===== config.mk =====
export PLATFORM = sky130hd
export DESIGN_NAME = conv_encoder_framer
export DESIGN_NICKNAME = d
export VERILOG_FILES = /design/src/rtl/conv_encoder_framer.sv
export SDC_FILE = /design/constraint.sdc
export NUM_CORES = 1
export LEC_CHECK = 0
export CAP_MARGIN = 40
export CORE_AREA = 2 2 82 84
export CTS_CLUSTER_SIZE = 24
export DETAILED_ROUTE_END_ITERATION = 8
export DIE_AREA = 0 0 84 86
export GPL_ROUTABILITY_DRIVEN = 0
export PLACE_DENSITY_LB_ADDON = 0.12
export SLEW_MARGIN = 10
export SYNTH_ARGS = -nofsm -noshare
export SYNTH_HDL_FRONTEND = slang
export SYNTH_SLANG_ARGS = --single-unit

===== constraint.sdc =====
create_clock -name clk -period 2.8 [get_ports clk]
set_input_delay 0.28 -clock clk [delete_from_list [all_inputs] [get_ports clk]]
set_output_delay 0.28 -clock clk [all_outputs]
set_load 0.02 [all_outputs]

===== src/rtl/conv_encoder_framer.sv =====
// Rate-1/2, K=4 convolutional encoder with input FIFO and frame framing.
// Payload bits are buffered in a small FIFO and encoded one per accepted
// output beat. Three zero tail bits are appended per frame so the
// trellis always ends in state 000.
module conv_encoder_framer #(
    parameter int unsigned FRAME_LEN  = 1024,
    parameter int unsigned FIFO_DEPTH = 8,
    parameter logic [3:0]  G0         = 4'b1101,
    parameter logic [3:0]  G1         = 4'b1111
) (
    input  logic       clk,
    input  logic       rst,
    input  logic       start,
    input  logic       in_data,
    input  logic       in_valid,
    output logic       in_ready,
    input  logic       out_ready,
    output logic [1:0] enc_out,
    output logic       enc_valid,
    output logic       busy,
    output logic       frame_done,
    output logic       underrun
);

    localparam int unsigned AW   = $clog2(FIFO_DEPTH);
    localparam int unsigned CW   = $clog2(FRAME_LEN + 1);
    // The tail phase reuses the bit counter and must reach 2.
    localparam int unsigned CNTW = (CW < 2) ? 2 : CW;

    localparam logic [AW:0]     PTR_ONE  = (AW + 1)'(1);
    localparam logic [CNTW-1:0] CNT_ONE  = CNTW'(1);
    localparam logic [CNTW-1:0] CNT_LAST = CNTW'(FRAME_LEN - 1);
    localparam logic [CNTW-1:0] TAIL_LAST = CNTW'(2);

    localparam logic [1:0] S_IDLE  = 2'd0;
    localparam logic [1:0] S_DATA  = 2'd1;
    localparam logic [1:0] S_TAIL  = 2'd2;
    localparam logic [1:0] S_DRAIN = 2'd3;

    // ------------------------------------------------------------------
    // Input FIFO (pointers carry one extra wrap bit)
    // ------------------------------------------------------------------
    logic [FIFO_DEPTH-1:0] mem_q;
    logic [AW:0]           wr_ptr_q;
    logic [AW:0]           rd_ptr_q;
    logic                  fifo_full;
    logic                  fifo_empty;
    logic                  fifo_head;
    logic                  push;
    logic                  pop;

    assign fifo_empty = (wr_ptr_q == rd_ptr_q);
    assign fifo_full  = (wr_ptr_q[AW] != rd_ptr_q[AW]) &&
                        (wr_ptr_q[AW-1:0] == rd_ptr_q[AW-1:0]);
    assign fifo_head  = mem_q[rd_ptr_q[AW-1:0]];
    // Full blocks a push even if the FSM pops in the same cycle.
    assign push       = in_valid & ~fifo_full;
    assign in_ready   = rst & ~fifo_full;

    // FIFO storage and pointer update
    always_ff @(posedge clk or negedge rst) begin
        if (!rst) begin
            mem_q    <= '0;
            wr_ptr_q <= '0;
            rd_ptr_q <= '0;
        end else begin
            if (push) begin
                mem_q[wr_ptr_q[AW-1:0]] <= in_data;
                wr_ptr_q                <= wr_ptr_q + PTR_ONE;
            end
            if (pop) begin
                rd_ptr_q <= rd_ptr_q + PTR_ONE;
            end
        end
    end

    // ------------------------------------------------------------------
    // Framing FSM, encoder shift register and output register
    // ------------------------------------------------------------------
    logic [1:0]      state_q,     state_d;
    logic [2:0]      sr_q,        sr_d;
    logic [CNTW-1:0] cnt_q,       cnt_d;
    logic [1:0]      enc_out_q,   enc_out_d;
    logic            enc_valid_q, enc_valid_d;
    logic            underrun_q,  underrun_d;
    logic            done_q,      done_d;

    logic            slot_free;
    logic            din;
    logic [3:0]      tap_vec;
    logic [1:0]      symbol;
    logic            load;

    assign slot_free = ~enc_valid_q | out_ready;
    // Tail symbols are encoded with a zero input bit.
    assign din       = (state_q == S_DATA) ? fifo_head : 1'b0;
    assign tap_vec   = {din, sr_q};
    assign symbol    = {^(tap_vec & G1), ^(tap_vec & G0)};

    // Next-state logic for the frame sequencer and output slot
    always_comb begin
        state_d     = state_q;
        sr_d        = sr_q;
        cnt_d       = cnt_q;
        enc_out_d   = enc_out_q;
        enc_valid_d = enc_valid_q;
        underrun_d  = underrun_q;
        done_d      = 1'b0;
        pop         = 1'b0;
        load        = 1'b0;

        case (state_q)
            S_IDLE: begin
                if (slot_free) begin
                    enc_valid_d = 1'b0;
                end
                if (start) begin
                    state_d    = S_DATA;
                    sr_d       = '0;
                    cnt_d      = '0;
                    underrun_d = 1'b0;
                end
            end
            S_DATA: begin
                if (slot_free) begin
                    if (!fifo_empty) begin
                        pop  = 1'b1;
                        load = 1'b1;
                        if (cnt_q == CNT_LAST) begin
                            state_d = S_TAIL;
                            cnt_d   = '0;
                        end else begin
                            cnt_d = cnt_q + CNT_ONE;
                        end
                    end else begin
                        enc_valid_d = 1'b0;
                        underrun_d  = 1'b1;
                    end
                end
            end
            S_TAIL: begin
                if (slot_free) begin
                    load = 1'b1;
                    if (cnt_q == TAIL_LAST) begin
                        state_d = S_DRAIN;
                        cnt_d   = '0;
                    end else begin
                        cnt_d = cnt_q + CNT_ONE;
                    end
                end
            end
            default: begin
                if (enc_valid_q && out_ready) begin
                    enc_valid_d = 1'b0;
                    done_d      = 1'b1;
                    state_d     = S_IDLE;
                end
            end
        endcase

        if (load) begin
            enc_out_d   = symbol;
            enc_valid_d = 1'b1;
            sr_d        = {din, sr_q[2:1]};
        end
    end

    // Register the sequencer state and outputs
    always_ff @(posedge clk or negedge rst) begin
        if (!rst) begin
            state_q     <= S_IDLE;
            sr_q        <= '0;
            cnt_q       <= '0;
            enc_out_q   <= '0;
            enc_valid_q <= 1'b0;
            underrun_q  <= 1'b0;
            done_q      <= 1'b0;
        end else begin
            state_q     <= state_d;
            sr_q        <= sr_d;
            cnt_q       <= cnt_d;
            enc_out_q   <= enc_out_d;
            enc_valid_q <= enc_valid_d;
            underrun_q  <= underrun_d;
            done_q      <= done_d;
        end
    end

    assign enc_out    = enc_out_q;
    assign enc_valid  = enc_valid_q;
    assign busy       = (state_q != S_IDLE);
    assign frame_done = done_q;
    assign underrun   = underrun_q;

endmodule


=== Word level (Yosys, flattened, before mapping) ===
Cells that the tools add are included.

* Logic and storage cells: 99
* Bits in registers: 37
* Bits of input ports: 6

* Reductions and logical operators: 19
* Order comparisons: 3
* $add $sub $neg: 3
* Muxes and demuxes: 41
* Equal/unequal tests: 18
* Bitwise gates (word level): 5

{| class="wikitable"
|+ Operator list
! operator !! number
|-
| $mux 11 || 6
|-
| $pmux 11 s3 || 1
|-
| $mux 1 || 17
|-
| $mux 2 || 7
|-
| $ne 2x2->1 const B || 7
|-
| $add 11x1->11 const B || 1
|-
| $eq 11x10->1 const B || 1
|-
| $eq 11x2->1 const B || 1
|-
| $reduce_and 5->1 || 2
|-
| $mux 3 || 3
|-
| $ne 3x3->1 const B || 3
|-
| $add 4x1->4 const B || 2
|-
| $bwmux 8 || 1
|-
| $lt 3x4->1 const B || 2
|-
| $reduce_bool 2->1 || 4
|-
| $reduce_bool 4->1 || 2
|-
| $reduce_xor 4->1 || 2
|-
| $reduce_and 7->1 || 1
|-
| $pmux 2 s3 || 1
|-
| $eq 4x4->1 || 1
|-
| $pmux 1 s2 || 2
|-
| $reduce_and 4->1 || 1
|-
| $bmux 1 s3 || 1
|-
| $demux 1 s3 || 1
|-
| 15 further kinds || 19
|}

=== Logic depth before layout (Yosys ltp) ===
Gate-level depths: netlist of run 1.

* Word-level depth: 6
* Depth in mapped cells: 7
* Gate-level depth less buffers: 7

=== Least setup slack after synthesis of run 1 ===
Ideal clock, no wire load.

* Path kind: register to register
* Start point: reg wr_ptr_q[0]
* End point: reg enc_out_q[0], in the netlist enc_out[0]
* Path buffers: 1
* Path slack: 0.881 ns
* Stages on the path, launching flop included: 7
* Arrival time: 1.791 ns
* Library setup time: 0.128 ns
* Cells stage by stage: dfrtp_1 -> buf_4 -> xor2_2 -> nor4b_4 -> nor2b_2 -> o211ai_4 -> mux2_1

* Longest elaborated chain between the ends: 4

{| class="wikitable"
|+ Ends and longest elaborated chain
! element !! RTL line !! source
|-
| start, declared || 44 || <nowiki>logic [AW:0] wr_ptr_q;</nowiki>
|-
| start signal, assigned || 69 || <nowiki>wr_ptr_q <= wr_ptr_q + PTR_ONE;</nowiki>
|-
| $eq 4x4->1 || 52 || <nowiki>assign fifo_empty = (wr_ptr_q == rd_ptr_q);</nowiki>
|-
| $mux 1 || 126 || <nowiki>if (!fifo_empty) begin</nowiki>
|-
| $mux 1 || 125 || <nowiki>if (slot_free) begin</nowiki>
|-
| $pmux 1 s2 || 112 || <nowiki>case (state_q)</nowiki>
|-
| end signal, assigned || 182 || <nowiki>enc_out_q <= enc_out_d;</nowiki>
|-
| end, declared || 83 || <nowiki>logic [1:0] enc_out_q, enc_out_d;</nowiki>
|}

Every way passes these cells.
A chain may end at the register's enable or synchronous reset.

=== Final worst setup path of run 1 ===
* Start point: reg wr_ptr_q[2]
* End point: out in_ready

* Longest elaborated chain between the ends: 4

{| class="wikitable"
|+ Ends and longest elaborated chain
! element !! RTL line !! source
|-
| $eq 3x3->1 || 54 || <nowiki>(wr_ptr_q[AW-1:0] == rd_ptr_q[AW-1:0]);</nowiki>
|-
| $logic_and 1x1->1 || 53 || <nowiki>assign fifo_full = (wr_ptr_q[AW] != rd_ptr_q[AW]) &&</nowiki>
|-
| $not 1->1 || 58 || <nowiki>assign in_ready = rst & ~fifo_full;</nowiki>
|-
| $and 1x1->1 || 58 ||
|-
| end, declared || 16 || <nowiki>output logic in_ready,</nowiki>
|}

Every way passes these cells.

==> load_flow_metrics.sql, run 1 <==
INSERT INTO impl_metrics (metric_group, metric, value, unit) VALUES
('run_status', 'status', 'complete, no violations', ''),
('synthesis', 'async_flop_share', '1.00', ''),
('synthesis', 'syn_inst', '197', ''),
('final_layout', 'layout-drive-gt1-share', '0.168', ''),
('drt', 'detailroute.via_count', '1499', ''),
('synthesis', 'ys_seq_elements', '37', ''),
('worst_setup_path', 'critPathLaunch', 'wr_ptr_q[2]', ''),
('cts', 'ctsRootBufferMaster', 'sky130_fd_sc_hd__clkbuf_8', ''),
('timing', 'worst_hold_slack', '0.0408', 'ns'),
('placement', 'placed_cells', '283', ''),
('timing', 'setup_viol_count_final', '0', ''),
('worst_setup_path', 'cp_data_required_time', '2.52', 'ns'),
('drt', 'totalWireLength', '4070', 'µm'),
('timing', 'achievable-frequency', '0.428', 'GHz'),
('worst_setup_path', 'crit_path_max_incr_delay', '0.54', 'ns'),
('timing', 'max_slew_margin', '0.606', ''),
('cts', 'cts_hold_buf', '0', ''),
('timing', 'rsz0062_at_grt', 'no', ''),
('final_layout', 'syn2layout_area_growth', '14.8', '%'),
('timing', 'slew_violations', '0', ''),
('drt', 'initialDrtViolationCount', '59', ''),
('synthesis', 'synth.yosys.warnings', '0', ''),
('timing', 'timing.final.crit_period', '2.34', 'ns'),
('synthesis', 'yosysUniqueCellTypes', '46', ''),
('global_routing', 'pin_count_of_the_biggest_net_entering_global_routing', '38', ''),
('synthesis', 'synth.yosys.seq_area_share', '0.430', ''),
('cts', 'tritoncts.num_buffers', '5', ''),
('flow_run', 'cap_viol_max_count', '0', ''),
('worst_setup_path', 'timing.critical_path.depth', '3', ''),
('timing', 'hold_viol', '0', ''),
('cts', 'max-clock-path-buffers', '2', ''),
('drt', 'drt-pass1-iter-count', '4', ''),
('final_layout', 'num-nets-final', '227', ''),
('synthesis', 'synthesized_area_divided_by_synthesized_cell_count', '10.9', 'µm²'),
('worst_setup_path', 'ff2ff_path_depth', '7', ''),
('synthesis', 'synth_area', '2150', 'µm²'),
('floorplanning', 'design.die.area', '7220', 'µm²'),
('placement', 'port-buffer-count', '12', ''),
('synthesis', 'synth-edff-count', '0', ''),
('timing', 'fin_setup_tns', '0', 'ns'),
('timing', 'worst_pin_slew', '0.589', 'ns'),
('power_and_ir_drop', 'power_density', '1140', 'nW/µm²'),
('synthesis', 'dominantRegCellSynth', 'sky130_fd_sc_hd__dfrtp_1', ''),
('global_routing', 'number_of_antenna_violations_at_the_first_check_in_global_routing', '0', ''),
('power_and_ir_drop', 'power.leakage', '1.05', 'nW'),
('global_routing', 'grt_first_pass_wirelength', '7270', 'µm'),
('drt', 'post_drt_wl_per_cell', '14.0', 'µm'),
('hold_path', 'hold_path_class', 'in -> async', ''),
('global_routing', 'first_global_vias', '1564', ''),
('floorplanning', 'die_h', '86', 'µm'),
('placement', 'hpwl', '3010', 'µm'),
('drt', 'drc_errors', '0', ''),
('power_and_ir_drop', 'peak_ir_drop_on_the_vdd_network', '0.449', 'mV'),
('worst_setup_path', 'worst-path-max-fanout', '10', ''),
('synthesis', 'synthTopCellsByArea', 'sky130_fd_sc_hd__dfrtp_1 43%, sky130_fd_sc_hd__mux2_2 4.7%, sky130_fd_sc_hd__ha_1 4.6%, sky130_fd_sc_hd__nand2_1 3.0%, sky130_fd_sc_hd__nor2_1 3.0%', ''),
('floorplanning', 'number_of_standard_cell_rows_in_the_floorplan', '29', ''),
('timing', 'post-route-period-util', '0.835', ''),
('worst_setup_path', 'crit-reg2reg-capture', 'cnt_q[2]', ''),
('final_layout', 'antenna_cells', '0', ''),
('final_layout', 'post_layout_nonfiller_instances', '291', ''),
('timing', 'final.setup_skew', '0.0101', 'ns'),
('worst_setup_path', 'r2r-start', 'state_q[1]', ''),
('worst_setup_path', 'critPathBufInv', '1', ''),
('floorplanning', 'die_x_extent', '84', 'µm'),
('worst_setup_path', 'crit_chain', 'xor2_2 > o41a_1 > clkdlybuf4s50_1', ''),
('cts', 'cts_tree', 'yes', ''),
('placement', 'pre_cts_slack', '0.541', 'ns'),
('cts', 'postCtsSetupRepairBufs', '0', ''),
('floorplanning', 'placeableCoreArea', '6280', 'µm²'),
('cts', 'path_clk_slew', '0.08', 'ns'),
('cts', 'numClockSinks', '37', '');
area by class of cell:
type	instances	area [µm²]
Timing Repair Buffer	14	130
Multi-Input combinational cell	143	1150
Tap cell	77	96.3
Fill cell	625	3810
Sequential cell	37	926
Clock buffer	6	82.6
Clock inverter	2	37.5
Inverter	12	45.0
state kept, by name, indices dropped and copies added, names as in the netlist:
name        count
cnt_q          11
enc_out         2
enc_valid       1
frame_done      1
mem_q           8
rd_ptr_q        4
sr_q            3
state_q         2
underrun        1
wr_ptr_q        4
stage by stage:
stage	utilization	cell area, µm²	power, mW
final	0.394	2470	2.81
after global routing	0.394	2470	3.03
after CTS	0.394	2470	2.84
after detailed placement	0.375	2350	2.34
after global placement	0.375	2350	2.29
after floorplan	-	2150	2.02
worst max path at each step:
stage                       to
detailed placement    cnt_q[4]
CTS                   in_ready
global placement      cnt_q[2]
finish                in_ready
floorplan           enc_out[0]
global route          in_ready
cell usage after synthesis (2+ instances only):
cell type	n
sky130_fd_sc_hd__clkbuf_2	2
sky130_fd_sc_hd__nor4_1	2
sky130_fd_sc_hd__mux4_2	2
sky130_fd_sc_hd__nor2_1	17
sky130_fd_sc_hd__nor4b_1	3
sky130_fd_sc_hd__dfrtp_1	37
sky130_fd_sc_hd__mux2_2	9
sky130_fd_sc_hd__a211oi_2	2
sky130_fd_sc_hd__a21o_1	2
sky130_fd_sc_hd__xor2_1	4
sky130_fd_sc_hd__mux2i_1	4
sky130_fd_sc_hd__xnor2_1	7
sky130_fd_sc_hd__a22o_1	6
sky130_fd_sc_hd__buf_4	2
sky130_fd_sc_hd__mux2_1	4
sky130_fd_sc_hd__o2bb2ai_1	3
sky130_fd_sc_hd__nand3b_1	3
sky130_fd_sc_hd__xor2_2	3
sky130_fd_sc_hd__a31oi_1	2
sky130_fd_sc_hd__nand3_1	5
sky130_fd_sc_hd__nand2_1	17
sky130_fd_sc_hd__nand2b_1	2
sky130_fd_sc_hd__nor3_1	3
sky130_fd_sc_hd__inv_1	12
sky130_fd_sc_hd__ha_1	8
sky130_fd_sc_hd__nor2b_1	2
sky130_fd_sc_hd__o21ai_0	9
sky130_fd_sc_hd__a21oi_1	4
sky130_fd_sc_hd__and3_1	3
sky130_fd_sc_hd__nand4_1	2
cell usage in the layout (no fill, tap or decap), drive strengths merged, types with 3 or more instances in the layout:
cell | netlist | routed
a21oi | 4 | 4
a22o | 6 | 6
and3 | 3 | 3
buf | 2 | 3
clkbuf | 3 | 6
clkdlybuf4s50 | 0 | 11
dfrtp | 37 | 37
ha | 8 | 8
inv | 12 | 12
mux2 | 14 | 14
mux2i | 4 | 4
nand2 | 17 | 17
nand3 | 6 | 6
nand3b | 3 | 3
nor2 | 19 | 19
nor2b | 3 | 3
nor3 | 3 | 3
nor4 | 3 | 3
nor4b | 4 | 4
o21ai | 10 | 10
o2bb2ai | 3 | 3
xnor2 | 7 | 7
xor2 | 7 | 7
kinds of logic (layout without fill, tap and decap cells):
kind of cell,Yosys count,after routing,share of synthesized area
xor gates and xnor gates,14,14,0.0674
AOI/OAI and AO/OA,35,35,0.133
adders and majority gates,8,8,0.0465
and+or+nand+nor,66,66,0.174
muxes,20,20,0.114
DFF,37,37,0.430
buffers and inverters,17,34,0.0343
routing by layer:
metal  track usage  part of all wire
met2         0.210              0.47
met5             0                 0
met1         0.154              0.48
met4        0.0440             0.015
met3        0.0337             0.031
power breakdown:
part	total, mW	leakage [nW]	switching, mW	internal, mW
sequential	0.935	0.476	0.218	0.717
clock	0.488	0.0574	0.199	0.290
combinational	1.38	0.518	0.746	0.637
(Power assumes the default switching activity.)
==> run 2, diff against run 1 <==
==> constraint.sdc (replaced) <==
create_clock -name clk -period 2.1 [get_ports clk]
set_input_delay 0.21 -clock clk [delete_from_list [all_inputs] [get_ports clk]]
set_output_delay 0.21 -clock clk [all_outputs]
set_load 0.02 [all_outputs]
==> run 2 against run 1 <==
Net effect:
- the flow now finishes with violations (negative hold slack)
- design area rose by 3.1%
- first-iteration DRC count is 37% higher
- largest cell class unchanged
- clock power hardly changed
- non-clock buffer count is 14 higher
- critical path type is now reg -> reg
- final cell count up 4.8%
- via count rose by 0.87%
- critical path depth rose by 4
- sequential share of layout area down 1.1 points
- register-to-register slack lost 0.47 ns
- sequential cell count unchanged
==> load_flow_metrics.sql, run 2 (synthesis gave the netlist of run 1 again) <==
INSERT INTO impl_metrics (metric_group, metric, value, unit) VALUES
('run_status', 'status', 'finished with violations', ''),
('run_status', 'violated_checks', 'negative hold slack', ''),
('power_and_ir_drop', 'power_density', '1500', 'nW/µm²'),
('flow_run', 'cap_viol_max_count', '0', ''),
('global_routing', 'first_global_vias', '1563', ''),
('drt', 'detailroute.via_count', '1512', ''),
('worst_setup_path', 'worst-path-max-fanout', '5', ''),
('worst_setup_path', 'r2r-start', 'state_q[0]', ''),
('timing', 'rsz0062_at_grt', 'no', ''),
('drt', 'initialDrtViolationCount', '81', ''),
('power_and_ir_drop', 'power_report.internal_total', '2.23', 'mW'),
('drt', 'drc_errors', '0', ''),
('worst_setup_path', 'cp-end-kind', 'flip-flop', ''),
('timing', 'worst_pin_slew', '0.510', 'ns'),
('timing', 'timing.final.crit_period', '1.95', 'ns'),
('final_layout', 'layout.cells.most_common', 'sky130_fd_sc_hd__dfrtp_1', ''),
('timing', 'fin_setup_tns', '0', 'ns'),
('worst_setup_path', 'ff2ff_path_depth', '7', ''),
('final_layout', 'antenna_cells', '0', ''),
('final_layout', 'stdcell_area', '2550', 'µm²'),
('global_routing', 'number_of_antenna_violations_at_the_first_check_in_global_routing', '0', ''),
('floorplanning', 'io-pin-count', '13', ''),
('cts', 'max-clock-path-buffers', '2', ''),
('worst_setup_path', 'timing.critical_path.depth', '7', ''),
('drt', 'via_to_cell_ratio', '4.96', ''),
('global_routing', 'grt_first_pass_wirelength', '7650', 'µm'),
('final_layout', 'num-fill-cells', '605', ''),
('placement', 'port-buffer-count', '12', ''),
('timing', 'achievable-frequency', '0.512', 'GHz'),
('power_and_ir_drop', 'design_power_total', '3.83', 'mW'),
('power_and_ir_drop', 'power_switching_share', '0.418', ''),
('worst_setup_path', 'critPathBufInv', '1', ''),
('timing', 'worst_hold_slack', '-0.00803', 'ns'),
('cts', 'ctsRootBufferMaster', 'sky130_fd_sc_hd__clkbuf_8', ''),
('final_layout', 'regArea', '927', 'µm²'),
('drt', 'drt-pass1-iter-count', '4', ''),
('final_layout', 'multi_input_area', '1160', 'µm²'),
('cts', 'cts_tree', 'yes', ''),
('timing', 'slew_violations', '0', ''),
('final_layout', 'syn2layout_area_growth', '18.4', '%'),
('worst_setup_path', 'worstSetupStartpointType', 'flip-flop', ''),
('worst_setup_path', 'crit_path_max_incr_delay', '0.43', 'ns'),
('final_layout', 'layout-drive-gt1-share', '0.228', ''),
('final_layout', 'largest_register_ff_count', '11', ''),
('cts', 'ctsHtreeMaxLevel', '2', ''),
('floorplanning', 'die_h', '86', 'µm'),
('power_and_ir_drop', 'seq_power_share', '0.308', ''),
('floorplanning', 'placeableCoreArea', '6280', 'µm²'),
('worst_setup_path', 'cp_class', 'reg -> reg', ''),
('floorplanning', 'initial_utilization', '0.343', ''),
('floorplanning', 'number_of_standard_cell_rows_in_the_floorplan', '29', ''),
('timing', 'hold_viol', '15', ''),
('final_layout', 'highest_count_cells_in_the_layout_ignoring_fill_and_taps', '36 x sky130_fd_sc_hd__dfrtp_1, 17 x sky130_fd_sc_hd__nor2_1, 17 x sky130_fd_sc_hd__nand2_1, 16 x sky130_fd_sc_hd__buf_4, 12 x sky130_fd_sc_hd__inv_1', ''),
('placement', 'post_dp_cell_area', '2460', 'µm²'),
('worst_setup_path', 'cpLargestDelayFamily', 'compound AO/OA/AOI/OAI gates', ''),
('floorplanning', 'die_x_extent', '84', 'µm'),
('cts', 'path_clk_slew', '0.08', 'ns'),
('timing', 'setup_viol_count_final', '0', ''),
('timing', 'max_slew_margin', '0.657', ''),
('cts', 'tritoncts.num_buffers', '5', ''),
('final_layout', 'largest_register', 'cnt_q', ''),
('placement', 'hpwl', '3260', 'µm'),
('timing', 'post-route-period-util', '0.930', ''),
('drt', 'totalWireLength', '4400', 'µm'),
('timing', 'final.setup_skew', '0.0120', 'ns'),
('worst_setup_path', 'crit_chain', 'inv_1 > ha_1 > nand2b_1 > o21ai_0 > a211o_1 > a21o_1 > a22o_1', ''),
('cts', 'worstSkewPairLatency', '0.29', 'ns'),
('worst_setup_path', 'critPathLaunch', 'state_q[0]', ''),
('power_and_ir_drop', 'power.leakage', '1.11', 'nW'),
('worst_setup_path', 'crit-reg2reg-capture', 'cnt_q[3]', ''),
('floorplanning', 'design.die.area', '7220', 'µm²'),
('drt', 'post_drt_wl_per_cell', '14.4', 'µm'),
('worst_setup_path', 'slowest_stage', 'sky130_fd_sc_hd__a211o_1', ''),
('worst_setup_path', 'worst-r2r-setup-slack', '0.15', 'ns'),
('power_and_ir_drop', 'total_switching_power', '1.60', 'mW'),
('final_layout', 'num-nets-final', '241', ''),
('worst_setup_path', 'cp-endpoint', 'cnt_q[3]', ''),
('cts', 'numClockSinks', '37', ''),
('global_routing', 'grt.overflow.total', '0', ''),
('global_routing', 'gr-usage-all-layers', '0.132', ''),
('power_and_ir_drop', 'peak_ir_drop_on_the_vdd_network', '0.565', 'mV'),
('worst_setup_path', 'cp_data_arrival_time', '2.13', 'ns'),
('drt', 'ant_nets', '0', ''),
('hold_path', 'hold_path_class', 'in -> async', ''),
('global_routing', 'pin_count_of_the_biggest_net_entering_global_routing', '38', ''),
('worst_setup_path', 'cp_data_required_time', '2.27', 'ns'),
('power_and_ir_drop', 'share_comb_of_total_power', '0.564', ''),
('final_layout', 'largestRegisters', 'cnt_q (11), mem_q (8)', ''),
('power_and_ir_drop', 'clockPowerShare', '0.128', '');
## run 2: cell count changes in the layout (fill, tap and decap cells not counted), sizes merged
cell	previous run	this run
buf	3	17
clkdlybuf4s50	11	10
clkbuf	6	5
dlygate4sd2	0	1
clkinv	0	2
bufinv	1	0
## run 2: per-layer routing
layer / vias up / share of wire / track usage
met5: - / 0 / 0
met4: 0 / 0.012 / 0.0352
met3: 6 / 0.026 / 0.0327
met2: 20 / 0.50 / 0.234
met1: 730 / 0.46 / 0.162
li1: 756 / - / -
## run 2: worst min path at each step
stage	slack [ns]	endpoint
2_1_floorplan	-0.09	cnt_q[0]
3_3_place_gp	0.32	wr_ptr_q[3]
3_5_place_dp	0.33	wr_ptr_q[0]
4_1_cts	0.01	wr_ptr_q[0]
5_1_grt	0.04	wr_ptr_q[3]
6_report	-0.008	wr_ptr_q[0]
## run 2: layout make-up
class,count,area share
inverters,12,0.0177
clock inverters,3,0.00687
clock buffers,5,0.0270
repair buffers,28,0.0918
well taps,77,0.0378
multi-input cells,143,0.455
flip-flops and latches,37,0.364
## run 2: power groups by stage
stage / Combinational [mW] / Sequential (mW) / Clock [mW]
after global routing: 2.39 / 1.22 / 0.550
after global placement: 2.12 / 1.18 / 0
after floorplan: 1.53 / 1.16 / 0
after CTS: 2.18 / 1.18 / 0.514
after detailed placement: 2.17 / 1.20 / 0
final: 2.16 / 1.18 / 0.490
## run 2: what timing repair did
action,4_1_cts,5_1_grt
resized for setup,1,2
setup buffers,0,0
hold buffers,0,0
pin swaps,0,1
setup endpoints to repair,1,10
## run 2: metrics by stage
| step | hold WS [ns] | instances | worst slack, ns | utilization |
|---|---|---|---|---|
| floorplan | -0.0856 | 197 | 0.181 | - |
| global placement | 0.323 | 297 | 0.0999 | 0.391 |
| detailed placement | 0.332 | 297 | 0.0813 | 0.391 |
| CTS | 0.0110 | 305 | 0.0778 | 0.405 |
| global route | 0.0368 | 305 | 0.00368 | 0.406 |
| finish | -0.00803 | 305 | 0.147 | 0.406 |
==> run 3, diff against run 2 <==
==> constraint.sdc (replaced) <==
create_clock -name clk -period 2.51 [get_ports clk]
set_input_delay 0.251 -clock clk [delete_from_list [all_inputs] [get_ports clk]]
set_output_delay 0.251 -clock clk [all_outputs]
set_load 0.02 [all_outputs]
==> run 3 against run 2 <==
Net effect:
- the flow now finishes without violations
- critical path depth decreased by 4
- combinational power is 28% lower
- power down 18%
- largest power group unchanged
- sequential share of layout area grew 1.1 points
- final cell count is 4.6% lower
==> load_flow_metrics.sql, run 3 (synthesis gave the netlist of run 1 again) <==
INSERT INTO impl_metrics (metric_group, metric, value, unit) VALUES
('timing', 'timing.final.crit_period', '2.33', 'ns'),
('power_and_ir_drop', 'power_density', '1270', 'nW/µm²'),
('worst_setup_path', 'ff2ff_path_depth', '5', ''),
('cts', 'cts_tree', 'yes', ''),
('final_layout', 'post_layout_nonfiller_instances', '291', ''),
('drt', 'via_to_cell_ratio', '5.12', ''),
('floorplanning', 'initial_utilization', '0.343', ''),
('timing', 'achievable-frequency', '0.428', 'GHz'),
('cts', 'cts_hold_buf', '0', ''),
('drt', 'drt-pass1-iter-count', '4', ''),
('worst_setup_path', 'crit_path_max_incr_delay', '0.60', 'ns'),
('worst_setup_path', 'worstSetupStartpointType', 'flip-flop', ''),
('timing', 'setup_viol_count_final', '0', ''),
('worst_setup_path', 'timing.critical_path.depth', '3', ''),
('drt', 'm1WireLength', '1890', 'µm'),
('drt', 'initialDrtViolationCount', '61', ''),
('worst_setup_path', 'worst-r2r-setup-slack', '0.29', 'ns'),
('final_layout', 'layout-drive-gt1-share', '0.168', ''),
('timing', 'rsz0062_at_grt', 'no', ''),
('timing', 'hold_viol', '0', ''),
('global_routing', 'number_of_antenna_violations_at_the_first_check_in_global_routing', '0', ''),
('placement', 'post_dp_cell_area', '2350', 'µm²'),
('timing', 'final.setup_skew', '0.00796', 'ns'),
('worst_setup_path', 'cp_data_arrival_time', '2.08', 'ns'),
('run_status', 'status', 'complete, no violations', ''),
('global_routing', 'grt.overflow.total', '0', ''),
('placement', 'placed_cells', '283', ''),
('drt', 'route.met2.wl', '1990', 'µm'),
('hold_path', 'hold_path_class', 'in -> async', ''),
('placement', 'port-buffer-count', '12', ''),
('worst_setup_path', 'worst-path-max-fanout', '11', ''),
('global_routing', 'first_global_vias', '1573', ''),
('drt', 'ant_nets', '0', ''),
('final_layout', 'num-nets-final', '227', ''),
('final_layout', 'post-route-util', '0.394', ''),
('timing', 'worst_pin_slew', '0.577', 'ns'),
('floorplanning', 'die_x_extent', '84', 'µm'),
('global_routing', 'pin_count_of_the_biggest_net_entering_global_routing', '38', ''),
('power_and_ir_drop', 'power.leakage', '1.05', 'nW'),
('worst_setup_path', 'critPathBufInv', '1', ''),
('timing', 'slew_violations', '0', ''),
('flow_run', 'cap_viol_max_count', '0', ''),
('final_layout', 'largestRegisters', 'cnt_q (11), mem_q (8)', ''),
('worst_setup_path', 'r2r-start', 'wr_ptr_q[0]', ''),
('final_layout', 'antenna_cells', '0', ''),
('floorplanning', 'design.die.area', '7220', 'µm²'),
('drt', 'post_drt_wl_per_cell', '13.9', 'µm'),
('floorplanning', 'number_of_standard_cell_rows_in_the_floorplan', '29', ''),
('cts', 'tritoncts.num_buffers', '5', ''),
('final_layout', 'largest_register', 'cnt_q', ''),
('worst_setup_path', 'crit-reg2reg-capture', 'enc_out[0]', ''),
('cts', 'path_clk_slew', '0.08', 'ns'),
('global_routing', 'gr-usage-all-layers', '0.123', ''),
('final_layout', 'layout.cells.most_common', 'sky130_fd_sc_hd__dfrtp_1', ''),
('cts', 'max-clock-path-buffers', '2', ''),
('power_and_ir_drop', 'peak_ir_drop_on_the_vdd_network', '0.547', 'mV'),
('final_layout', 'syn2layout_area_growth', '14.8', '%'),
('worst_setup_path', 'cp_class', 'reg -> out', ''),
('global_routing', 'grt_first_pass_wirelength', '7180', 'µm'),
('timing', 'fin_setup_tns', '0', 'ns'),
('cts', 'numClockSinks', '37', ''),
('worst_setup_path', 'cpLargestDelayFamily', 'flip-flops', ''),
('cts', 'cts-resized-gates', '0', ''),
('timing', 'max_slew_margin', '0.614', ''),
('final_layout', 'largest_register_ff_count', '11', ''),
('cts', 'ctsRootBufferMaster', 'sky130_fd_sc_hd__clkbuf_8', ''),
('final_layout', 'stdcell_area', '2470', 'µm²'),
('drt', 'detailroute.via_count', '1489', ''),
('cts', 'ctsHtreeMaxLevel', '2', ''),
('floorplanning', 'die_h', '86', 'µm'),
('worst_setup_path', 'crit_chain', 'xor2_2 > o41a_1 > clkdlybuf4s50_1', ''),
('drt', 'totalWireLength', '4050', 'µm'),
('drt', 'drc_errors', '0', ''),
('worst_setup_path', 'cp-end-kind', 'output pin', ''),
('drt', 'top_layer', 'met4', ''),
('placement', 'hpwl', '3000', 'µm'),
('final_layout', 'highest_count_cells_in_the_layout_ignoring_fill_and_taps', '37 x sky130_fd_sc_hd__dfrtp_1, 17 x sky130_fd_sc_hd__nor2_1, 17 x sky130_fd_sc_hd__nand2_1, 12 x sky130_fd_sc_hd__inv_1, 11 x sky130_fd_sc_hd__clkdlybuf4s50_1', ''),
('cts', 'postCtsSetupRepairBufs', '0', ''),
('drt', 'dr_wl_met3', '106', 'µm'),
('floorplanning', 'io-pin-count', '13', ''),
('floorplanning', 'placeableCoreArea', '6280', 'µm²'),
('cts', 'worstSkewPairLatency', '0.29', 'ns'),
('timing', 'post-route-period-util', '0.930', ''),
('worst_setup_path', 'cp_data_required_time', '2.26', 'ns'),
('worst_setup_path', 'slowest_stage', 'sky130_fd_sc_hd__dfrtp_1', '');
-- run 3: cell count changes in the layout (fill, tap and decap cells not counted) --
cell                              delta
sky130_fd_sc_hd__nor4b_2             -1
sky130_fd_sc_hd__nor4b_1             +1
sky130_fd_sc_hd__dfrtp_2             -1
sky130_fd_sc_hd__clkdlybuf4s50_1     +1
sky130_fd_sc_hd__clkbuf_8            +1
sky130_fd_sc_hd__bufinv_16           +1
sky130_fd_sc_hd__dlygate4sd2_1       -1
sky130_fd_sc_hd__clkinv_2            -2
sky130_fd_sc_hd__dfrtp_1             +1
sky130_fd_sc_hd__buf_4              -14
-- run 3: worst register-to-register path: stages, from the launching register on --
cell                       delay [ns]
sky130_fd_sc_hd__dfrtp_1         0.60
sky130_fd_sc_hd__xor2_2          0.21
sky130_fd_sc_hd__nor4b_4         0.53
sky130_fd_sc_hd__nor2b_2         0.12
sky130_fd_sc_hd__o211ai_4        0.30
sky130_fd_sc_hd__mux2_1          0.36
-- run 3: cell type report --
| class | instances | area [µm²] |
|---|---|---|
| inverter | 12 | 45.0 |
| timing repair buffer | 14 | 130 |
| multi-input combinational | 143 | 1150 |
| tap | 77 | 96.3 |
| clock inverter | 2 | 37.5 |
| fill | 622 | 3810 |
| sequential | 37 | 926 |
| clock buffer | 6 | 82.6 |
-- run 3: through the flow --
step	power [mW]	setup slack, ns	hold slack [ns]
6_report	3.14	0.176	0.0198
2_1_floorplan	2.25	0.591	-0.0446
3_5_place_dp	2.63	0.265	0.363
3_3_place_gp	2.58	0.337	0.356
4_1_cts	3.19	0.155	0.0399
5_1_grt	3.41	0.0582	0.0641
-- run 3: how the worst max path moves through the flow --
stage | startpoint | to
2_1_floorplan | wr_ptr_q[0] | enc_out[0]
3_3_place_gp | out_ready | cnt_q[3]
3_5_place_dp | out_ready | cnt_q[8]
4_1_cts | wr_ptr_q[0] | in_ready
5_1_grt | wr_ptr_q[0] | in_ready
6_report | wr_ptr_q[0] | in_ready
-- run 3: power breakdown --
| group | internal, mW | leakage, nW | total (mW) | switching, mW |
|---|---|---|---|---|
| sequential | 0.799 | 0.476 | 1.05 | 0.249 |
| combinational | 0.721 | 0.518 | 1.55 | 0.826 |
| clock | 0.323 | 0.0574 | 0.541 | 0.218 |
| total | 1.84 | 1.05 | 3.14 | 1.29 |
-- run 3: routing by layer --
| metal | track usage | vias to the layer above |
|---|---|---|
| li1 | - | 732 |
| met1 | 0.152 | 734 |
| met2 | 0.209 | 17 |
| met3 | 0.0308 | 6 |
| met4 | 0.0484 | 0 |
| met5 | 0 | - |
